==> src/rtl/draw_pkg.sv <==
// Shared constants and FSM encoding for the drawing-engine VIF write path.
package draw_pkg;
    localparam int VIF_DW     = 64;
    localparam int VIF_LEN_W  = 8;
    localparam int BEAT_BYTES = 8;

    typedef enum logic [1:0] {
        ST_IDLE = 2'd0,
        ST_REQ  = 2'd1,
        ST_DATA = 2'd2
    } state_t;
endpackage

==> src/rtl/draw_wfifo.sv <==
// Synchronous first-word-fall-through FIFO with registered full/empty, word count and clear.
module draw_wfifo #(
    parameter int W     = 64,
    parameter int DEPTH = 16,
    localparam int AW   = $clog2(DEPTH),
    localparam int CW   = AW + 1
) (
    input  logic          clk,
    input  logic          rst,
    input  logic          clr,
    input  logic          wr,
    input  logic [W-1:0]  wdata,
    input  logic          rd,
    output logic [W-1:0]  rdata,
    output logic          full,
    output logic          empty,
    output logic [CW-1:0] count
);
    logic [W-1:0]  mem [DEPTH];
    logic [AW-1:0] wr_ptr_q, wr_ptr_d;
    logic [AW-1:0] rd_ptr_q, rd_ptr_d;
    logic [CW-1:0] cnt_q, cnt_d;
    logic          full_q, full_d;
    logic          empty_q, empty_d;
    logic          push, pop;

    assign push = wr & ~full_q;
    assign pop  = rd & ~empty_q;

    always_comb begin
        wr_ptr_d = wr_ptr_q;
        rd_ptr_d = rd_ptr_q;
        cnt_d    = cnt_q;
        if (clr) begin
            wr_ptr_d = '0;
            rd_ptr_d = '0;
            cnt_d    = '0;
        end else begin
            if (push) wr_ptr_d = wr_ptr_q + 1'b1;
            if (pop)  rd_ptr_d = rd_ptr_q + 1'b1;
            case ({push, pop})
                2'b10:   cnt_d = cnt_q + 1'b1;
                2'b01:   cnt_d = cnt_q - 1'b1;
                default: cnt_d = cnt_q;
            endcase
        end
        full_d  = (cnt_d == CW'(DEPTH));
        empty_d = (cnt_d == '0);
    end

    always_ff @(posedge clk or posedge rst) begin
        if (rst) begin
            wr_ptr_q <= '0;
            rd_ptr_q <= '0;
            cnt_q    <= '0;
            full_q   <= 1'b0;
            empty_q  <= 1'b1;
        end else begin
            wr_ptr_q <= wr_ptr_d;
            rd_ptr_q <= rd_ptr_d;
            cnt_q    <= cnt_d;
            full_q   <= full_d;
            empty_q  <= empty_d;
        end
    end

    // Storage has no reset; only the pointers define which entries are live.
    always_ff @(posedge clk) begin
        if (push && !clr) mem[wr_ptr_q] <= wdata;
    end

    assign rdata = mem[rd_ptr_q];
    assign full  = full_q;
    assign empty = empty_q;
    assign count = cnt_q;
endmodule

==> src/rtl/draw_dstbuf.sv <==
// Destination buffer: queues pixel words and drains them to VRAM as VIF burst writes.
module draw_dstbuf
    import draw_pkg::*;
#(
    parameter int DEPTH     = 16,
    parameter int BURST_LEN = 8,
    parameter int ADDR_W    = 32,
    localparam int CW       = $clog2(DEPTH) + 1
) (
    input  logic                 CLK,
    input  logic                 RST,
    input  logic                 INIT,
    input  logic                 START,
    input  logic [ADDR_W-1:0]    DST_ADDR,
    input  logic [VIF_DW-1:0]    PIX_WDATA,
    input  logic                 PIX_WR,
    input  logic                 FLUSH,
    output logic                 VIF_DRWREQ,
    output logic [ADDR_W-1:0]    VIF_DRWADDR,
    output logic [VIF_LEN_W-1:0] VIF_DRWLEN,
    input  logic                 VIF_DRWACK,
    output logic [VIF_DW-1:0]    VIF_WDATA,
    output logic                 VIF_DRWWDATAVLD,
    input  logic                 VIF_WRDY,
    output logic                 EMPTY,
    output logic                 FULL,
    output logic                 BUF_OVER,
    output logic                 BUSY,
    output logic [CW-1:0]        DATA_COUNT
);
    localparam logic [CW-1:0] BURST_CNT = CW'(BURST_LEN);

    state_t                 state_q, state_d;
    logic [ADDR_W-1:0]      addr_q, addr_d;
    logic [VIF_LEN_W-1:0]   len_q, len_d;
    logic [VIF_LEN_W-1:0]   beats_q, beats_d;
    logic                   req_q, req_d;
    logic                   vld_q, vld_d;
    logic                   flush_pend_q, flush_pend_d;
    logic                   over_q, over_d;

    logic [VIF_DW-1:0]      fifo_rdata;
    logic                   fifo_full, fifo_empty, fifo_rd;
    logic [CW-1:0]          fifo_count;

    assign fifo_rd = vld_q & VIF_WRDY;

    draw_wfifo #(.W(VIF_DW), .DEPTH(DEPTH)) u_fifo (
        .clk   (CLK),
        .rst   (RST),
        .clr   (INIT),
        .wr    (PIX_WR),
        .wdata (PIX_WDATA),
        .rd    (fifo_rd),
        .rdata (fifo_rdata),
        .full  (fifo_full),
        .empty (fifo_empty),
        .count (fifo_count)
    );

    always_comb begin
        state_d      = state_q;
        addr_d       = addr_q;
        len_d        = len_q;
        beats_d      = beats_q;
        req_d        = req_q;
        vld_d        = vld_q;
        flush_pend_d = flush_pend_q;
        over_d       = PIX_WR & fifo_full & ~INIT;

        if (INIT) begin
            state_d      = ST_IDLE;
            req_d        = 1'b0;
            vld_d        = 1'b0;
            beats_d      = '0;
            flush_pend_d = 1'b0;
        end else begin
            if (FLUSH)
                flush_pend_d = 1'b1;
            else if (state_q == ST_IDLE && fifo_empty)
                flush_pend_d = 1'b0;

            case (state_q)
                ST_IDLE: begin
                    if (START) addr_d = DST_ADDR;
                    // A full burst is always preferred over draining a partial one.
                    if (fifo_count >= BURST_CNT) begin
                        len_d   = VIF_LEN_W'(BURST_LEN);
                        state_d = ST_REQ;
                        req_d   = 1'b1;
                    end else if (flush_pend_q && !fifo_empty) begin
                        len_d   = VIF_LEN_W'(fifo_count);
                        state_d = ST_REQ;
                        req_d   = 1'b1;
                    end
                end
                ST_REQ: begin
                    if (VIF_DRWACK) begin
                        state_d = ST_DATA;
                        req_d   = 1'b0;
                        vld_d   = 1'b1;
                        beats_d = len_q;
                    end
                end
                ST_DATA: begin
                    if (fifo_rd) begin
                        beats_d = beats_q - 1'b1;
                        if (beats_q == VIF_LEN_W'(1)) begin
                            vld_d   = 1'b0;
                            state_d = ST_IDLE;
                            addr_d  = addr_q + ADDR_W'(len_q) * ADDR_W'(BEAT_BYTES);
                        end
                    end
                end
                default: begin
                    state_d = ST_IDLE;
                    req_d   = 1'b0;
                    vld_d   = 1'b0;
                end
            endcase
        end
    end

    always_ff @(posedge CLK or posedge RST) begin
        if (RST) begin
            state_q      <= ST_IDLE;
            addr_q       <= '0;
            len_q        <= '0;
            beats_q      <= '0;
            req_q        <= 1'b0;
            vld_q        <= 1'b0;
            flush_pend_q <= 1'b0;
            over_q       <= 1'b0;
        end else begin
            state_q      <= state_d;
            addr_q       <= addr_d;
            len_q        <= len_d;
            beats_q      <= beats_d;
            req_q        <= req_d;
            vld_q        <= vld_d;
            flush_pend_q <= flush_pend_d;
            over_q       <= over_d;
        end
    end

    assign VIF_DRWREQ      = req_q;
    assign VIF_DRWADDR     = addr_q;
    assign VIF_DRWLEN      = len_q;
    assign VIF_DRWWDATAVLD = vld_q;
    assign VIF_WDATA       = vld_q ? fifo_rdata : '0;
    assign EMPTY           = fifo_empty;
    assign FULL            = fifo_full;
    assign BUF_OVER        = over_q;
    assign BUSY            = (state_q != ST_IDLE) | flush_pend_q;
    assign DATA_COUNT      = fifo_count;
endmodule

==> config.mk <==
export PLATFORM = sky130hd
export DESIGN_NAME = draw_dstbuf
export DESIGN_NICKNAME = d
export VERILOG_FILES = /design/src/rtl/draw_pkg.sv /design/src/rtl/draw_wfifo.sv /design/src/rtl/draw_dstbuf.sv
export SDC_FILE = /design/constraint.sdc
export NUM_CORES = 1
export LEC_CHECK = 0
export CELL_PAD_IN_SITES_DETAIL_PLACEMENT = 1
export CELL_PAD_IN_SITES_GLOBAL_PLACEMENT = 1
export CORE_MARGIN = 8
export CORE_UTILIZATION = 40
export CTS_CLUSTER_SIZE = 24
export DETAILED_ROUTE_END_ITERATION = 7
export PLACE_DENSITY = 0.67
export SYNTH_ARGS = -nofsm -noshare
export SYNTH_HDL_FRONTEND = slang
export SYNTH_SLANG_ARGS = --single-unit
==> constraint.sdc <==
create_clock -name CLK -period 7.7 [get_ports CLK]
set_clock_uncertainty 0.1 [all_clocks]
set_input_delay 1.155 -clock CLK [delete_from_list [all_inputs] [get_ports CLK]]
set_output_delay 1.155 -clock CLK [all_outputs]
set_load 0.01 [all_outputs]
# [After elaboration in Yosys (flattened, before gate mapping)]
# Memory sizes are Yosys's and may differ from the RTL's.
# Index checks and enable logic that the tools add are counted.
[classes] add_sub_neg=6 order_cmp=1 n_eq_ne=15 mux=39 bitwise=9 reduce_logical=20
[ops] operator="32-bit 2-to-1 mux" count=3
[ops] operator="64-bit 2-to-1 mux" count=1
[ops] operator="32-bit one-hot mux with 2 select lines" count=1
[ops] operator="8-bit 2-to-1 mux" count=5
[ops] operator="32-bit by 11-bit adder with 32-bit output" count=1
[ops] operator="4-bit 2-to-1 mux" count=4
[ops] operator="8-bit one-hot mux with 2 select lines" count=1
[ops] operator="1-bit 2-to-1 mux" count=13
[ops] operator="2-bit 2-to-1 mux" count=6
[ops] operator="5-bit one-hot mux with 2 select lines" count=1
[ops] operator="2-bit nonzero test" count=5
[ops] operator="3-bit AND reduction" count=3
[ops] operator="4-bit by 1-bit adder with 4-bit output (second input constant)" count=2
[ops] operator="8-bit by 1-bit == test with 1-bit output (second input constant)" count=1
[ops] operator="2-bit inequality test (second input constant)" count=4
[ops] operator="4-bit AND reduction" count=2
[ops] operator="8-bit by 1-bit subtractor with 8-bit output (second input constant)" count=1
[ops] operator="3-bit inequality test (second input constant)" count=2
[ops] operator="1-bit one-hot mux with 3 select lines" count=2
[ops] operator="2-bit one-hot mux with 3 select lines" count=1
[ops] operator="3-bit nonzero test" count=2
[ops] operator="5-bit by 1-bit adder with 5-bit output (second input constant)" count=1
[ops] operator="1-bit bitwise AND" count=5
[ops] operator="5-bit == test (second input constant)" count=1
[ops] operator="other kinds (15)" count=22
[totals] ff_bits=69 ram_bits=1024 in_bits=104 wordCells=104 memories=1
[memory_table] name="u_fifo.mem" words=16 word_bits=64 rd=1 rd_ports_with_merged_regs=0 write_ports=1 line_no="draw_wfifo.sv:19" text="logic [W-1:0] mem [DEPTH];"

# [Longest topological paths before layout]
# Gate-level depths: netlist of the first run.
[depth] depth_word=6 ltp_mapped=12

# [Modules after synthesis]
# Synthesis of the first run repeated with hierarchy kept, for this count alone.
[hier_totals] cells_unflattened=1991 hier_area_um2=43127.6
[by_module_without_submodules] mod="draw_wfifo" n_inst=1 cells_each=1537 area_each_um2=39375.3
[by_module_without_submodules] mod="draw_dstbuf" n_inst=1 cells_each=454 area_each_um2=3752.3

# [Worst setup path after synthesis of the first run]
# OpenSTA, ideal clock, no wires.
[synth_path] kind="input to register" start="input INIT" end="memory u_fifo.mem[0][0] (enable)" setup_ps=565 arrival_time_ps=6230 required_ps=7035 setup_slack_ps=805 path_stages=5 n_path_buf=2 path_cell_list="clkbuf_1 -> clkbuf_1 -> nor2_1 -> nand2_1 -> nor3_1"
[synth_between] elab_chain_cells=4
[synth_lines] item="from (decl)" line_no="draw_dstbuf.sv:12" text="input logic INIT,"
[synth_lines] item="1-bit zero test" line_no="draw_wfifo.sv:69" text="if (push && !clr) mem[wr_ptr_q] <= wdata;"
[synth_lines] item="1-bit logical AND" line_no="draw_wfifo.sv:69"
[synth_lines] item="1-bit 2-to-1 mux" line_no="draw_wfifo.sv:69"
[synth_lines] item="1-bit 2-to-1 mux (not written as such)" line_no="draw_wfifo.sv:69"
[synth_lines] item="to (decl)" line_no="draw_wfifo.sv:19"
# No other way between the ends.

# [Worst setup path after layout of the first run]
[layout_path] start="register u_fifo.rd_ptr_q[0]" end="output VIF_WDATA[39]"
[layout_between] elab_chain_cells=2
[layout_lines] item="from (decl)" line_no="draw_wfifo.sv:21" text="logic [AW-1:0] rd_ptr_q, rd_ptr_d;"
[layout_lines] item="from (signal assigned)" line_no="draw_wfifo.sv:60" text="rd_ptr_q <= rd_ptr_d;"
[layout_lines] item="memory 16 x 64 bit"
[layout_lines] item="64-bit 2-to-1 mux" line_no="draw_dstbuf.sv:150" text="assign VIF_WDATA = vld_q ? fifo_rdata : '0;"
[layout_lines] item="to (decl)" line_no="draw_dstbuf.sv:22" text="output logic [VIF_DW-1:0] VIF_WDATA,"
# No other way between the ends.

==> impl_metrics.py, run 1 <==
metrics = {
    "clocking": {
        "cts_tree": "yes",
        "clk_pin_slew_ps": 60,
        "htreeDepth": 3,
        "post-cts-setup-buffers": 0,
        "holdBufCountCts": 0,
        "clock-sinks": 1090,
        "root_buffer": "clkbuf_16",
        "cts_resized": 0,
        "clock_latency_ps": 700,
        "numCtsBuffers": 111,
        "clockBufferDepth": 3,
    },
    "critical_path": {
        "max_stage_delay_ps": 1030,
        "crit_start": "u_fifo.rd_ptr_q[0]",
        "reg2reg_from": "u_fifo.full",
        "critPathMaxFanout": 60,
        "critPathRequiredTime_ps": 6440,
        "path_class": "register to output pin",
        "r2r_cells": 6,
        "reg2reg_to": "u_fifo.mem[5][43]",
        "cp.arrival_ps": 4260,
        "crit_path_start_kind": "register",
        "timing.critical_path.to_type": "output pin",
        "cp.depth": 5,
        "slowest_stage": "dfrtp_4",
        "cp_cell_sequence": "buf_12 > mux4_2 > mux4_2 > and2_1 > clkdlybuf4s50_1",
        "r2r_slack_ps": 3960,
        "crit_end": "VIF_WDATA[39]",
        "crit_family": "multiplexers",
        "critPathBufInv": 2,
        "cp_common_cell": "mux4_2",
    },
    "synth": {
        "synth_cells": 1977,
        "synth_top_area_share_pct": 71.8,
        "yosysSeqAreaShare_pct": 75.6,
        "yosys-top-cells-area": "edfxtp_1 72%, mux4_2 17%, dfrtp_1 3.8%, and2_1 1.0%, nand2_1 0.57%",
        "synth_area_per_cell_um2": 21.7,
        "ys_dominant_reg_cell": "edfxtp_1",
        "syn_area_um2": 42900,
        "synthArstFlopShare_pct": 6.06,
        "yosysWarningCount": 0,
        "yosys-top-cells-count": "1024 x edfxtp_1, 320 x mux4_2, 69 x and2_1, 65 x dfrtp_1, 65 x nand2_1",
        "yosys.area.top_type": "edfxtp_1",
        "yosysMostFrequentCell": "edfxtp_1",
        "yosys.cell_types.count": 66,
        "ys_seq_elements": 1090,
        "synth-edff-count": 1024,
    },
    "pwr": {
        "vdd_drop_max_uv": 191,
        "power.total_mw": 12.5,
        "power_density_nw_per_um2": 249,
        "p_leak_nw": 15.4,
    },
    "timing": {
        "setup-tns-final_ps": 0,
        "finalHoldViolCount": 0,
        "setup_viol": 0,
        "period_share_pct": 71.6,
        "worst_pin_slew_ps": 1100,
        "max_freq_mhz": 181,
        "max_slew_margin_pct": 26.7,
        "grt_setup_unrepaired": "no",
        "fin_crit_ps": 5510,
        "finalMaxSlewViolations": 0,
    },
    "cells_and_area": {
        "fin_cells": 3745,
        "seqCellArea_um2": 32400,
        "multi_input_area_um2": 9950,
        "drive_above_1_share_pct": 23.8,
        "nFillCells": 9684,
        "fin_nets": 2363,
        "synthToLayoutAreaGrowth_pct": 17.3,
    },
    "job": {
        "max_cap_viol_count": 0,
    },
    "floorplanning": {
        "rows": 120,
        "core_region_area_um2": 107000,
        "die_area_um2": 118000,
        "chipWidth_um": 343,
        "fp.dieH_um": 343,
        "initial_core_util_pct": 40.2,
        "io_pins": 219,
    },
    "drt": {
        "drc": 0,
        "firstDrtPassIters": 7,
        "drt_iter0_markers": 1700,
        "routed_via_density": 5.59,
        "routed_wl_mm": 106,
        "wl_per_cell_um": 28.2,
        "drtAntennaViolNets": 0,
        "num_vias": 20900,
    },
    "global_routing": {
        "grt_max_degree": 110,
        "grt_use_total_pct": 17.9,
        "grt_overflow_total": 0,
        "grt_pass1_vias": 23000,
        "antenna_found_initial": 13,
        "grt_pass1_wl_mm": 156,
    },
    "outcome": {
        "status": "complete, no violations",
    },
    "placed_design": {
        "placed_cells": 3534,
        "port_buffers": 215,
        "dp_hpwl_mm": 57.6,
        "gp_congestion": 0.770,
    },
    "worst_hold_path": {
        "hp-class": "register to register",
    },
}
-- power breakdown --
| group | switching, mW | leakage (nW) | internal [mW] | total (mW) |
|---|---|---|---|---|
| Combinational | 0.370 | 3.69 | 0.330 | 0.699 |
| Sequential | 0.0803 | 10.0 | 6.56 | 6.64 |
| Clock | 2.26 | 1.69 | 2.92 | 5.18 |
-- routing by layer --
layer  up-vias  share of wire [%]  track usage (%)
li1       8805                  -                -
met1     11400                 42             23.8
met2       580                 50             30.5
met3       139                5.8             3.31
met4         8                1.8             4.31
met5         -              0.054                0
-- cells in the final DEF, fill, tap and decap left out, drive strengths merged, types with 8 or more instances in the layout --
| master | instances |
|---|---|
| a31oi | 13 |
| nand4 | 11 |
| inv | 22 |
| a21oi | 36 |
| clkbuf | 129 |
| clkinv | 56 |
| o21ai | 31 |
| buf | 47 |
| nor2 | 63 |
| nor3 | 23 |
| clkdlybuf4s50 | 215 |
| bufinv | 8 |
| mux4 | 320 |
| edfxtp | 1024 |
| ha | 14 |
| and2 | 69 |
| nand3 | 10 |
| nand2 | 65 |
| dfrtp | 65 |
| o22a | 8 |
-- through the flow --
step	area (um2)	hold WS (ps)	utilization, %	setup slack, ps
finish	50300	385	47.2	2190
global route	50300	434	47.1	1940
CTS	50300	389	47.1	2060
detailed placement	46800	374	43.9	2720
floorplan	42900	377	-	805
global placement	46800	354	43.9	2710
-- logic make-up after synthesis --
kind of cell / after synthesis / synth area share, %
adders and majority gates: 15 / 0.455
AOI/OAI and AO/OA: 131 / 1.96
buffers and inverters: 126 / 1.45
DFF: 1090 / 75.6
muxes: 323 / 16.9
other: 1 / 0.00875
and+or+nand+nor: 278 / 3.37
xor gates and xnor gates: 13 / 0.266
-- registers in the layout, summed over array words and instances, names as in the netlist, 2 cells and up --
| name | count |
|---|---|
| state_q | 2 |
| VIF_DRWADDR | 32 |
| u_fifo.rd_ptr_q | 4 |
| beats_q | 8 |
| VIF_DRWLEN | 5 |
| u_fifo.wr_ptr_q | 4 |
| u_fifo.mem | 1024 |
| u_fifo.count | 5 |
-- worst min-delay path by stage --
stage	endpoint	depth (start not counted)	slack, ps	startpoint
after floorplan	flush_pend_q	2	380	flush_pend_q
after CTS	VIF_DRWADDR[2]	2	390	VIF_DRWADDR[2]
after global routing	VIF_DRWADDR[2]	2	430	VIF_DRWADDR[2]
after detailed placement	VIF_DRWADDR[2]	2	370	VIF_DRWADDR[2]
final	VIF_DRWADDR[2]	2	390	VIF_DRWADDR[2]
after global placement	VIF_DRWADDR[1]	2	350	VIF_DRWADDR[1]
-- worst min-delay path: cells and delay by family (launching register included) --
family	cells	cell delay, ps
AND/OR/NAND/NOR	2	110
flip-flops	1	340
-- final cells by class --
type	count	share of cell area (%)
Sequential cell	1090	64.5
Multi-Input combinational cell	763	19.8
Clock buffer	129	5.66
Timing Repair Buffer	262	5.13
Tap cell	1403	3.49
Clock inverter	76	1.28
Inverter	16	0.119
Antenna cell	6	0.0299
No activity file was read; power rests on OpenSTA's default activity.
==> inputs of run 2 (changes only) <==
clock period = 5.5 ns   (was 7.7 ns; I/O delays follow)
==> run 2 against run 1 <==
Net effect: total power is 41% higher; cell area increased by 0.45%; sequential share of layout area down 0.29 points; sequential cell count unchanged; core utilization rose by 0.21 points; via count is 0.11% lower; clock-buffer cell count grew 3; critical endpoint is now VIF_WDATA[21]; largest cell class unchanged.
==> impl_metrics.py, run 2 (synthesis results as in run 1) <==
metrics = {
    "drt": {
        "wl_per_cell_um": 28.2,
        "routed_wl_mm": 106,
        "drt_iter0_markers": 1692,
        "dr_wl_met2_mm": 53.2,
        "drc": 0,
        "top_layer": "met5",
        "firstDrtPassIters": 4,
        "wl_met3_mm": 6.17,
        "routed_via_density": 5.59,
        "drtAntennaViolNets": 0,
        "drt-met1-wl_mm": 44.4,
        "num_vias": 20900,
    },
    "timing": {
        "fin_crit_ps": 4600,
        "finalHoldViolCount": 0,
        "setup-tns-final_ps": 0,
        "worst_pin_slew_ps": 1020,
        "max_freq_mhz": 217,
        "period_share_pct": 83.6,
        "setup_viol": 0,
        "grt_setup_unrepaired": "no",
        "max_slew_margin_pct": 31.9,
        "finalMaxSlewViolations": 0,
    },
    "cells_and_area": {
        "largest_reg_flops": 1024,
        "finalInstanceArea_um2": 50500,
        "synthToLayoutAreaGrowth_pct": 17.8,
        "fin_cells": 3742,
        "final_common_cell": "edfxtp_1",
        "mostFrequentLayoutCells": "1024 x edfxtp_1, 320 x mux4_2, 215 x clkdlybuf4s50_1, 112 x clkbuf_16, 69 x and2_1",
        "fin_nets": 2364,
        "drive_above_1_share_pct": 24.1,
        "largest-register": "u_fifo.mem",
    },
    "clocking": {
        "clock-sinks": 1090,
        "post-cts-setup-buffers": 0,
        "clockBufferDepth": 3,
        "root_buffer": "clkbuf_16",
        "cts_resized": 0,
        "clock_latency_ps": 680,
        "htreeDepth": 3,
        "holdBufCountCts": 0,
        "cts_tree": "yes",
        "numCtsBuffers": 111,
        "clk_pin_slew_ps": 60,
    },
    "pwr": {
        "p_clk_share_pct": 41.8,
        "p_seq_share_pct": 52.7,
        "power_density_nw_per_um2": 350,
        "power.total_mw": 17.7,
        "p_leak_nw": 15.5,
        "vdd_drop_max_uv": 232,
        "swShare_pct": 21.1,
        "p_int_mw": 13.9,
        "power_switching_mw": 3.73,
        "combPwrFrac_pct": 5.6,
    },
    "global_routing": {
        "antenna_found_initial": 12,
        "grt_overflow_total": 0,
        "grt_pass1_wl_mm": 156,
        "grt_pass1_vias": 23100,
        "grt_max_degree": 80,
        "grt_use_total_pct": 17.8,
    },
    "critical_path": {
        "critPathMaxFanout": 79,
        "crit_family": "buffers and inverters",
        "timing.critical_path.to_type": "output pin",
        "reg2reg_from": "VIF_DRWWDATAVLD",
        "path_class": "register to output pin",
        "critPathBufInv": 2,
        "crit_start": "u_fifo.rd_ptr_q[1]",
        "slowest_stage": "dfrtp_4",
        "cp_cell_sequence": "buf_12 > mux4_2 > mux4_2 > and2_1 > clkdlybuf4s50_1",
        "critPathRequiredTime_ps": 4580,
        "max_stage_delay_ps": 840,
        "cp.arrival_ps": 3670,
        "cp_common_cell": "mux4_2",
        "crit_path_start_kind": "register",
    },
    "floorplanning": {
        "die_area_um2": 118000,
        "io_pins": 219,
        "rows": 120,
        "fp.dieH_um": 343,
        "core_region_area_um2": 107000,
        "initial_core_util_pct": 40.2,
        "chipWidth_um": 343,
    },
    "placed_design": {
        "placed_cells": 3535,
        "gp_congestion": 0.777,
        "port_buffers": 215,
        "dp_hpwl_mm": 57.9,
        "post_dp_cell_area_um2": 46900,
    },
    "worst_hold_path": {
        "min_from": "VIF_DRWADDR[2]",
        "hp-class": "register to register",
    },
    "outcome": {
        "status": "complete, no violations",
    },
    "job": {
        "max_cap_viol_count": 0,
    },
}
run 2: layout make-up:
type                            instances  area [um2]
Tap cell                             1403        1760
Multi-Input combinational cell        763        9980
Sequential cell                      1090       32400
Antenna cell                            8        20.0
Inverter                               16        60.1
Clock buffer                          132        2880
Timing Repair Buffer                  263        2730
Fill cell                            9671       56100
Clock inverter                         67         661
run 2: stage by stage:
| stage | util [%] | setup WS [ps] | hold WS, ps |
|---|---|---|---|
| 4_1_cts | 47.4 | 825 | 385 |
| 5_1_grt | 47.4 | 770 | 403 |
| 3_5_place_dp | 44.0 | 1200 | 369 |
| 3_3_place_gp | 44.0 | 1300 | 353 |
| 2_1_floorplan | - | 652 | 377 |
| 6_report | 47.4 | 901 | 376 |
run 2: tightest hold or removal path, delay by kind of cell, from the launching register on:
| kind | cells | cell delay [ps] |
|---|---|---|
| flops | 1 | 340 |
| simple gates | 2 | 110 |
run 2: worst paths after layout:
path / depth (start not counted) / slack (ps) / to
setup / recovery: 5 / 900 / VIF_WDATA[21]
hold / removal: 2 / 380 / VIF_DRWADDR[2]
setup reg to reg: 10 / 1850 / u_fifo.empty
hold reg to reg: 2 / 380 / VIF_DRWADDR[2]
max in group asynchronous: 3 / 3930 / u_fifo.rd_ptr_q[3]
min in group asynchronous: 3 / 650 / VIF_DRWADDR[2]
run 2: power by group through the flow:
stage                     clock, mW  combinational (mW)  sequential [mW]
final                          7.38               0.985             9.30
after detailed placement          0                1.00             9.47
after floorplan                   0               0.451             9.44
after global placement            0               0.968             9.46
after global routing           7.81                1.07             9.31
after CTS                      7.55                1.00             9.30
run 2: metal layers:
| layer | GRT usage, % | up-vias |
|---|---|---|
| met5 | 0 | - |
| li1 | - | 8810 |
| met3 | 3.54 | 138 |
| met2 | 30.4 | 603 |
| met4 | 4.00 | 6 |
| met1 | 23.5 | 11300 |
